==> config.mk <==
export PLATFORM = sky130hd
export DESIGN_NAME = ttt_token_tx
export DESIGN_NICKNAME = d
export VERILOG_FILES = /design/src/rtl/ttt_pkg.sv /design/src/rtl/ttt_token_fifo.sv /design/src/rtl/ttt_token_tx.sv
export SDC_FILE = /design/constraint.sdc
export NUM_CORES = 1
export LEC_CHECK = 0
export CAP_MARGIN = 20
export CORE_MARGIN = 2
export CORE_UTILIZATION = 57
export DETAILED_ROUTE_END_ITERATION = 10
export PLACE_DENSITY_LB_ADDON = 0.15
export SLEW_MARGIN = 30
export SYNTH_ARGS = -nofsm -noshare
export SYNTH_HDL_FRONTEND = slang
export SYNTH_HIERARCHICAL = 1
export SYNTH_SLANG_ARGS = --single-unit
export TNS_END_PERCENT = 50
==> constraint.sdc <==
create_clock -name clk -period 2.3 [get_ports clk]
set_input_delay 0.575 -clock clk [delete_from_list [all_inputs] [get_ports clk]]
set_output_delay 0.575 -clock clk [all_outputs]
set_load 0.03 [all_outputs]
==> src/rtl/ttt_pkg.sv <==
// Shared types and parameter defaults for the tick-tock-tokens transmitter.
// Holds the FSM state encoding and the request record carried through the FIFO.
package ttt_pkg;

  localparam int DEF_FIFO_DEPTH  = 4;
  localparam int DEF_TICK_PERIOD = 16;
  localparam int DEF_GAP         = 1;

  typedef enum logic [1:0] {
    S_IDLE = 2'd0,
    S_SEND = 2'd1,
    S_GAP  = 2'd2
  } tx_state_e;

  typedef struct packed {
    logic [3:0] id;
    logic [3:0] count;
  } token_req_t;

endpackage

==> src/rtl/ttt_token_fifo.sv <==
// Token-request FIFO: registered storage, wrap-bit pointers, full/empty flags.
// Latency: pushed entry visible on pop_dat the cycle after the push edge.
// Backpressure: push ignored while full, pop ignored while empty.
module ttt_token_fifo
  import ttt_pkg::*;
#(
  parameter int DEPTH = DEF_FIFO_DEPTH
) (
  input  logic       clk,
  input  logic       rst_n,
  input  logic       push,
  input  token_req_t push_dat,
  input  logic       pop,
  output token_req_t pop_dat,
  output logic       full,
  output logic       empty
);

  localparam int AW = $clog2(DEPTH);

  token_req_t     mem [DEPTH];
  logic [AW:0]    wr_ptr;
  logic [AW:0]    rd_ptr;
  logic           do_push;
  logic           do_pop;

  // Extra pointer bit distinguishes full from empty when the indices match.
  assign full    = (wr_ptr[AW] != rd_ptr[AW]) && (wr_ptr[AW-1:0] == rd_ptr[AW-1:0]);
  assign empty   = (wr_ptr == rd_ptr);
  assign do_push = push && !full;
  assign do_pop  = pop && !empty;
  assign pop_dat = mem[rd_ptr[AW-1:0]];

  always_ff @(posedge clk or negedge rst_n) begin
    if (!rst_n) begin
      wr_ptr <= '0;
      rd_ptr <= '0;
    end else begin
      if (do_push) wr_ptr <= wr_ptr + (AW+1)'(1);
      if (do_pop)  rd_ptr <= rd_ptr + (AW+1)'(1);
    end
  end

  always_ff @(posedge clk) begin
    if (do_push) mem[wr_ptr[AW-1:0]] <= push_dat;
  end

endmodule

==> src/rtl/ttt_token_tx.sv <==
// Token transmitter: queues (id, count) requests and emits spaced one-cycle strobes plus a periodic tick.
// Latency: push at edge N, pop at N+1, first strobe registered at N+2.
// Backpressure: in_ready = FIFO not full; ena low freezes tick, FSM and pops but not acceptance.
module ttt_token_tx
  import ttt_pkg::*;
#(
  parameter int FIFO_DEPTH  = DEF_FIFO_DEPTH,
  parameter int TICK_PERIOD = DEF_TICK_PERIOD,
  parameter int GAP         = DEF_GAP
) (
  input  logic       clk,
  input  logic       rst_n,
  input  logic       ena,
  input  logic       in_valid,
  output logic       in_ready,
  input  logic [3:0] in_id,
  input  logic [3:0] in_count,
  output logic       tok_strobe,
  output logic [3:0] tok_id,
  output logic       tok_tick,
  output logic       busy,
  output logic [7:0] sent_cnt
);

  localparam logic [1:0] ST_IDLE = 2'(S_IDLE);
  localparam logic [1:0] ST_SEND = 2'(S_SEND);
  localparam logic [1:0] ST_GAP  = 2'(S_GAP);

  localparam int            TW        = $clog2(TICK_PERIOD);
  localparam logic [TW-1:0] TICK_LAST = TW'(TICK_PERIOD - 1);
  localparam int            GW        = (GAP > 1) ? $clog2(GAP) : 1;
  localparam logic [GW-1:0] GAP_LOAD  = GW'(GAP - 1);

  logic [1:0]    state;
  logic [TW-1:0] tick_cnt;
  logic [TW-1:0] tick_next;
  logic          tick_hit_next;
  logic [GW-1:0] gap_cnt;
  logic [3:0]    remaining;
  logic [3:0]    cur_id;
  logic          fire;

  logic          fifo_full;
  logic          fifo_empty;
  logic          fifo_push;
  logic          fifo_pop;
  token_req_t    push_req;
  token_req_t    head_req;

  // Zero-count requests complete the handshake but never enter the FIFO.
  assign in_ready   = !fifo_full;
  assign fifo_push  = in_valid && !fifo_full && (in_count != 4'h0);
  assign fifo_pop   = ena && (state == ST_IDLE) && !fifo_empty;
  assign push_req   = '{id: in_id, count: in_count};
  assign busy       = !fifo_empty || (state != ST_IDLE);

  ttt_token_fifo #(
    .DEPTH (FIFO_DEPTH)
  ) u_fifo (
    .clk      (clk),
    .rst_n    (rst_n),
    .push     (fifo_push),
    .push_dat (push_req),
    .pop      (fifo_pop),
    .pop_dat  (head_req),
    .full     (fifo_full),
    .empty    (fifo_empty)
  );

  always_comb begin
    tick_next = tick_cnt;
    if (ena) tick_next = (tick_cnt == TICK_LAST) ? '0 : tick_cnt + TW'(1);
  end

  // A strobe that would land in a tick cycle is held back one cycle.
  assign tick_hit_next = (tick_next == TICK_LAST);
  assign fire          = ena && (state == ST_SEND) && !tick_hit_next;

  always_ff @(posedge clk or negedge rst_n) begin
    if (!rst_n) begin
      tick_cnt   <= '0;
      tok_tick   <= 1'b0;
      tok_strobe <= 1'b0;
      tok_id     <= 4'h0;
      sent_cnt   <= 8'h00;
    end else begin
      tick_cnt   <= tick_next;
      tok_tick   <= tick_hit_next;
      tok_strobe <= fire;
      tok_id     <= fire ? cur_id : 4'h0;
      if (fire) sent_cnt <= sent_cnt + 8'd1;
    end
  end

  always_ff @(posedge clk or negedge rst_n) begin
    if (!rst_n) begin
      state     <= ST_IDLE;
      gap_cnt   <= '0;
      remaining <= 4'h0;
      cur_id    <= 4'h0;
    end else if (ena) begin
      case (state)
        ST_IDLE: begin
          if (!fifo_empty) begin
            cur_id    <= head_req.id;
            remaining <= head_req.count;
            state     <= ST_SEND;
          end
        end
        ST_SEND: begin
          if (fire) begin
            remaining <= remaining - 4'd1;
            gap_cnt   <= GAP_LOAD;
            state     <= ST_GAP;
          end
        end
        ST_GAP: begin
          if (gap_cnt == '0) state <= (remaining != 4'h0) ? ST_SEND : ST_IDLE;
          else               gap_cnt <= gap_cnt - GW'(1);
        end
        default: state <= ST_IDLE;
      endcase
    end
  end

endmodule

; Word-level counts from Yosys, hierarchy flattened
; Memory sizes are Yosys's and may differ from the RTL's.
; Index checks and enable logic that the tools add are counted.
[classes]
addsub = 6
n_bitwise = 1
muxes = 16
reduce_logical = 23
n_eq_ne = 10
[ops]
columns = operator, count
row1 = $mux W4, 5
row2 = $logic_and A1 B1 Y1, 9
row3 = $add A8 B1 Y8 const B, 1
row4 = $eq A4 B4 Y1 const B, 2
row5 = $pmux W4 S2, 1
row6 = $reduce_and A4 Y1, 2
row7 = $reduce_bool A4 Y1, 2
row8 = $add A3 B1 Y3 const B, 2
row9 = $mux W2, 3
row10 = $ne A2 B2 Y1 const B, 3
row11 = $pmux W2 S3, 1
row12 = $reduce_and A3 Y1, 2
row13 = $reduce_bool A2 Y1, 3
row14 = $mux W1, 5
row15 = $add A4 B1 Y4 const B, 1
row16 = $sub A4 B1 Y4 const B, 1
row17 = $eq A3 B3 Y1, 1
row18 = $logic_not A1 Y1, 3
row19 = $eq A2 B1 Y1 const B, 1
row20 = $eq A2 B2 Y1, 1
row21 = $eq A2 B2 Y1 const B, 1
row22 = $logic_not A2 Y1, 1
row23 = $pmux W1 S2, 1
row24 = $logic_or A1 B1 Y1, 1
row25 = other kinds (3), 3
[word_totals]
elab_cells = 68
memories = 1
ramBits = 32
regBits = 35
[memory_table]
columns = name, words, word_bits, read_ports, rd_ports_with_merged_regs, wr, line
row1 = u_fifo.mem, 4, 8, 1, 0, 1, ttt_token_fifo.sv:21  ; token_req_t mem [DEPTH];

; Logic depth before layout (Yosys ltp)
[depth]
depth_word = 8
ltp_mapped = 10
mapped_depth_nobuf = 8

; Hierarchy
; The synthesis kept the hierarchy.
[modules_own_cells]
columns = mod, seq_area_each_um2, area_per_inst_um2, cells_each, n_inst
row1 = ttt_token_fifo, 1111.1, 1684.1, 93, 1
row2 = ttt_token_tx, 700.7, 1408.9, 127, 1

; Least setup slack after synthesis
; Ideal clock, no wire load.
[synth_timing]
path_kind = reg-to-reg
start = register u_fifo.rd_ptr[0]
end = memory u_fifo/mem[2][0] (netlist name), enable pin
path_buffers = 2
required_time_ns = 1.968
setup_ns = 0.332
slack_ns = 0.048
path_stages_with_launch = 11
arrival_ns = 1.920
cell_sequence = dfrtp_1 buf_6 xnor2_2 buf_6 nand3_1 inv_1 inv_1 and3_1 inv_1 a31oi_2 and2_1
[synth_via]
elab_chain_len = 8
[synth_lines]
columns = element, line
row1 = start: declaration, ttt_token_fifo.sv:23  ; logic [AW:0] rd_ptr;
row2 = start signal: assignment, ttt_token_fifo.sv:40  ; if (do_pop) rd_ptr <= rd_ptr + (AW+1)'(1);
row3 = $eq A2 B2 Y1, ttt_token_fifo.sv:28  ; assign full = (wr_ptr[AW] != rd_ptr[AW]) && (wr_ptr[AW-1:0] == rd_ptr[AW-1:0]);
row4 = $logic_and A1 B1 Y1, ttt_token_fifo.sv:28
row5 = named net fifo_full, ttt_token_tx.sv:43  ; logic fifo_full;
row6 = $logic_not A1 Y1, n/a
row7 = named net in_ready, ttt_token_tx.sv:15  ; output logic in_ready,
row8 = $logic_and A1 B1 Y1 (2 in series), ttt_token_tx.sv:52  ; assign fifo_push = in_valid && !fifo_full && (in_count != 4'h0);
row9 = named net fifo_push, ttt_token_tx.sv:45  ; logic fifo_push;
row10 = $logic_and A1 B1 Y1, ttt_token_fifo.sv:30  ; assign do_push = push && !full;
row11 = $mux W1, ttt_token_fifo.sv:45  ; if (do_push) mem[wr_ptr[AW-1:0]] <= push_dat;
row12 = $mux W1 (not written as such), ttt_token_fifo.sv:45
row13 = end: declaration, ttt_token_fifo.sv:21
; The timed path passes the listed nets, and every way through them passes these cells.

; Final worst setup path
[layout_timing]
start = register u_fifo.rd_ptr[2]
end = output port in_ready
[layout_via]
elab_chain_len = 3
[layout_lines]
columns = element, line
row1 = $ne A1 B1 Y1, ttt_token_fifo.sv:28
row2 = $logic_and A1 B1 Y1, ttt_token_fifo.sv:28
row3 = named net fifo_full, ttt_token_tx.sv:43
row4 = $logic_not A1 Y1, ttt_token_tx.sv:51  ; assign in_ready = !fifo_full;
row5 = end: declaration, ttt_token_tx.sv:15
; The timed path passes the listed nets, and every way through them passes these cells.

==> flow_summary.toml <==
[critical_path]
crit_chain = "xor2_2, nand3_1, inv_1, inv_1, dlygate4sd2_1"
start_kind = "register"
slowest_stage = "dfrtp_1"
critPathArrivalTime_ns = 1.62
crit_top_cell = "inv_1"
critPathMaxFanout = 4
required_ns = 1.73
slowest_delay_ns = 0.47
end_kind = "output port"
path_class = "register to output port"

[die]
die_y_um = 77.67
placementRows = 26
start_util_pct = 59.80
die_x_um = 77.67
dieArea_um2 = 6032
ios = 28
fp.coreArea_um2 = 5172

[clock_network]
insertion_delay_ns = 0.35
htree_levels = 3
clk_path_buf_depth = 2
root_buffer = "clkbuf_8"
cts.sinks = 66
numCtsBuffers = 9
cts_tree = "built"
clk_pin_slew_ns = 0.07

[yosys]
synth_cell_types = 53
ys_ff_latch = 66
synthTopCellsByArea = "edfxtp_1 31%, dfrtp_1 28%, mux4_1 5.1%, ha_1 3.2%, xnor2_1 2.5%"
synth_edf_count = 32
yosys_warnings = 6
synth.most_common_cell = "dfrtp_1"
ys_seq_area_share_pct = 58.58
syn_nets = 240
yosys-top-cells-count = "34 x dfrtp_1, 32 x edfxtp_1, 12 x and2_1, 12 x inv_1, 11 x nand2_1"
synth_top_area_share_pct = 31.07
avgSynthCellArea_um2 = 14.06
synthFlopType = "dfrtp_1"
syn_area_um2 = 3093
syn_inst = 220
ys_async_sr_fraction_pct = 51.52
synth_top_area_cell = "edfxtp_1"

[placed_design]
io_buffers = 27
place_ws_ns = -0.2113
place.gp.congestion = 0.7808
dp_hpwl_um = 3813

[layout]
final_layout_size_suffix_gt1_share_pct = 22.30
final_nets = 293
syn2layout_area_growth_pct = 23.67
seqCellArea_um2 = 1813
multi_input_area_um2 = 1187
n_antenna_cell = 0
fillers = 321

[detailed_routing]
firstDrtPassIters = 4
wl_um = 5570
routedWlPerCell_um = 16.01
ant_nets = 0
drtIter0Drc = 157
route.detailed.drc = 0
vias_per_cell = 5.514
vias = 1919

[global_routing]
grt_max_degree = 35
grt_pass1_wl_um = 9321
globalRouteTotalUtil_pct = 20.76
antenna_found_initial = 0
gr-total-overflow = 0
grt_pass1_vias = 1864

[sta]
min_period_ns = 2.193
drv_slew = 0
fin_setup_tns_ns = 0
hold_viol = 0
layout_setup_ws_ns = 0.1065
finClkSkew_ns = 0.007448
slew_headroom_pct = 70.89
rsz0062_at_grt = "false"
worst_pin_slew_ns = 0.4367
fin_hold_ws_ns = 0.4745
setup_viol = 0
fin_crit_sh_pct = 95.37
max_freq_ghz = 0.4559

[pwr]
ir_drop_mv = 0.8395
p_total_mw = 5.375
p_per_area_nw_per_um2 = 1405
leakage_nw = 1.556

[worst_hold_path]
hold_path_class = "register to register"

[status]
status = "finished, final reports clean"

[flow_run]
drv_cap = 0
-- kinds of logic after synthesis --
family | share of synthesized area [%]
simple gates | 12.38
mux | 9.021
flops | 58.58
fa+ha+maj | 3.236
buf+inv | 3.802
compound gates | 7.726
xor+xnor | 5.259
-- metrics by stage --
step	std cells	cell area, µm²	utilization (%)
2_1_floorplan	220	3093	-
3_3_place_gp	331	3550	68.63
3_5_place_dp	331	3550	68.63
4_1_cts	347	3796	73.39
5_1_grt	348	3825	73.95
6_report	348	3825	73.95
-- what timing repair did --
| item | in CTS | in global routing |
|---|---|---|
| pin swaps | 0 | 1 |
| endpoints found under the setup margin | 2 | 2 |
| resized for setup | 2 | 6 |
| buffers inserted | 0 | 1 |
| hold buffers | 0 | 0 |
-- layer usage --
| layer | global-route usage (%) | share of wire [%] | vias to the layer above |
|---|---|---|---|
| met4 | 9.821 | 1.9 | 0 |
| met1 | 28.13 | 47 | 935 |
| met2 | 31.55 | 47 | 42 |
| met3 | 5.233 | 3.8 | 11 |
| li1 | - | - | 931 |
| met5 | 0 | 0 | - |
-- critical path, delay by kind of cell (launching register included) --
family	cells	cell delay (ns)
simple gates	1	0.08
flops	1	0.47
buf+inv	3	0.51
xor+xnor	1	0.21
-- layout by cell type, fill, tap and decap left out, types with 6 or more instances in the layout --
master	n
clkdlybuf4s50_1	25
ha_1	8
clkbuf_8	9
nand2_1	11
mux4_1	6
nand3_1	7
edfxtp_1	32
o21ai_0	6
inv_1	12
buf_4	23
xnor2_1	8
dfrtp_1	33
and2_1	12
-- final timing paths --
check	from	end	slack, ns	cells after the start
max	u_fifo/rd_ptr[2]$_DFFE_PN0P_	in_ready	0.11	5
min	sent_cnt[7]$_DFFE_PN0N_	sent_cnt[7]$_DFFE_PN0N_	0.47	1
max reg2reg	u_fifo/rd_ptr[2]$_DFFE_PN0P_	u_fifo/mem[0][0]$_DFFE_PP_	0.25	8
min reg2reg	sent_cnt[7]$_DFFE_PN0N_	sent_cnt[7]$_DFFE_PN0N_	0.47	1
max in group asynchronous	rst_n	u_fifo/wr_ptr[0]$_DFFE_PN0P_	1.32	2
min in group asynchronous	rst_n	tick_cnt[0]$_DFF_PN0_	0.64	2
-- state kept, by name, summed over array words and instances (netlist names) --
signal and cells:
sent_cnt 8, state 2, tok_tick 1, tok_strobe 1
u_fifo/rd_ptr 3, cur_id 4, tick_cnt 4, u_fifo/mem 32
remaining 4, u_fifo/wr_ptr 3, tok_id 4
-- report_power, final --
part           internal [mW]  switching (mW)  total [mW]
clock network          0.731           0.472        1.20
registers               1.62           0.308        1.93
logic                   1.11            1.14        2.25
total                   3.46            1.92        5.37
-- area by class of cell --
type                    instances  share of cell area (%)
clock buffers                   9                   3.238
clock inverters                 7                   3.271
inverters                      13                   1.341
multi-input cells             133                   31.04
flip-flops and latches         66                   47.40
well taps                      70                   2.290
repair buffers                 50                   11.42
Power figures use the tool's default switching activity.
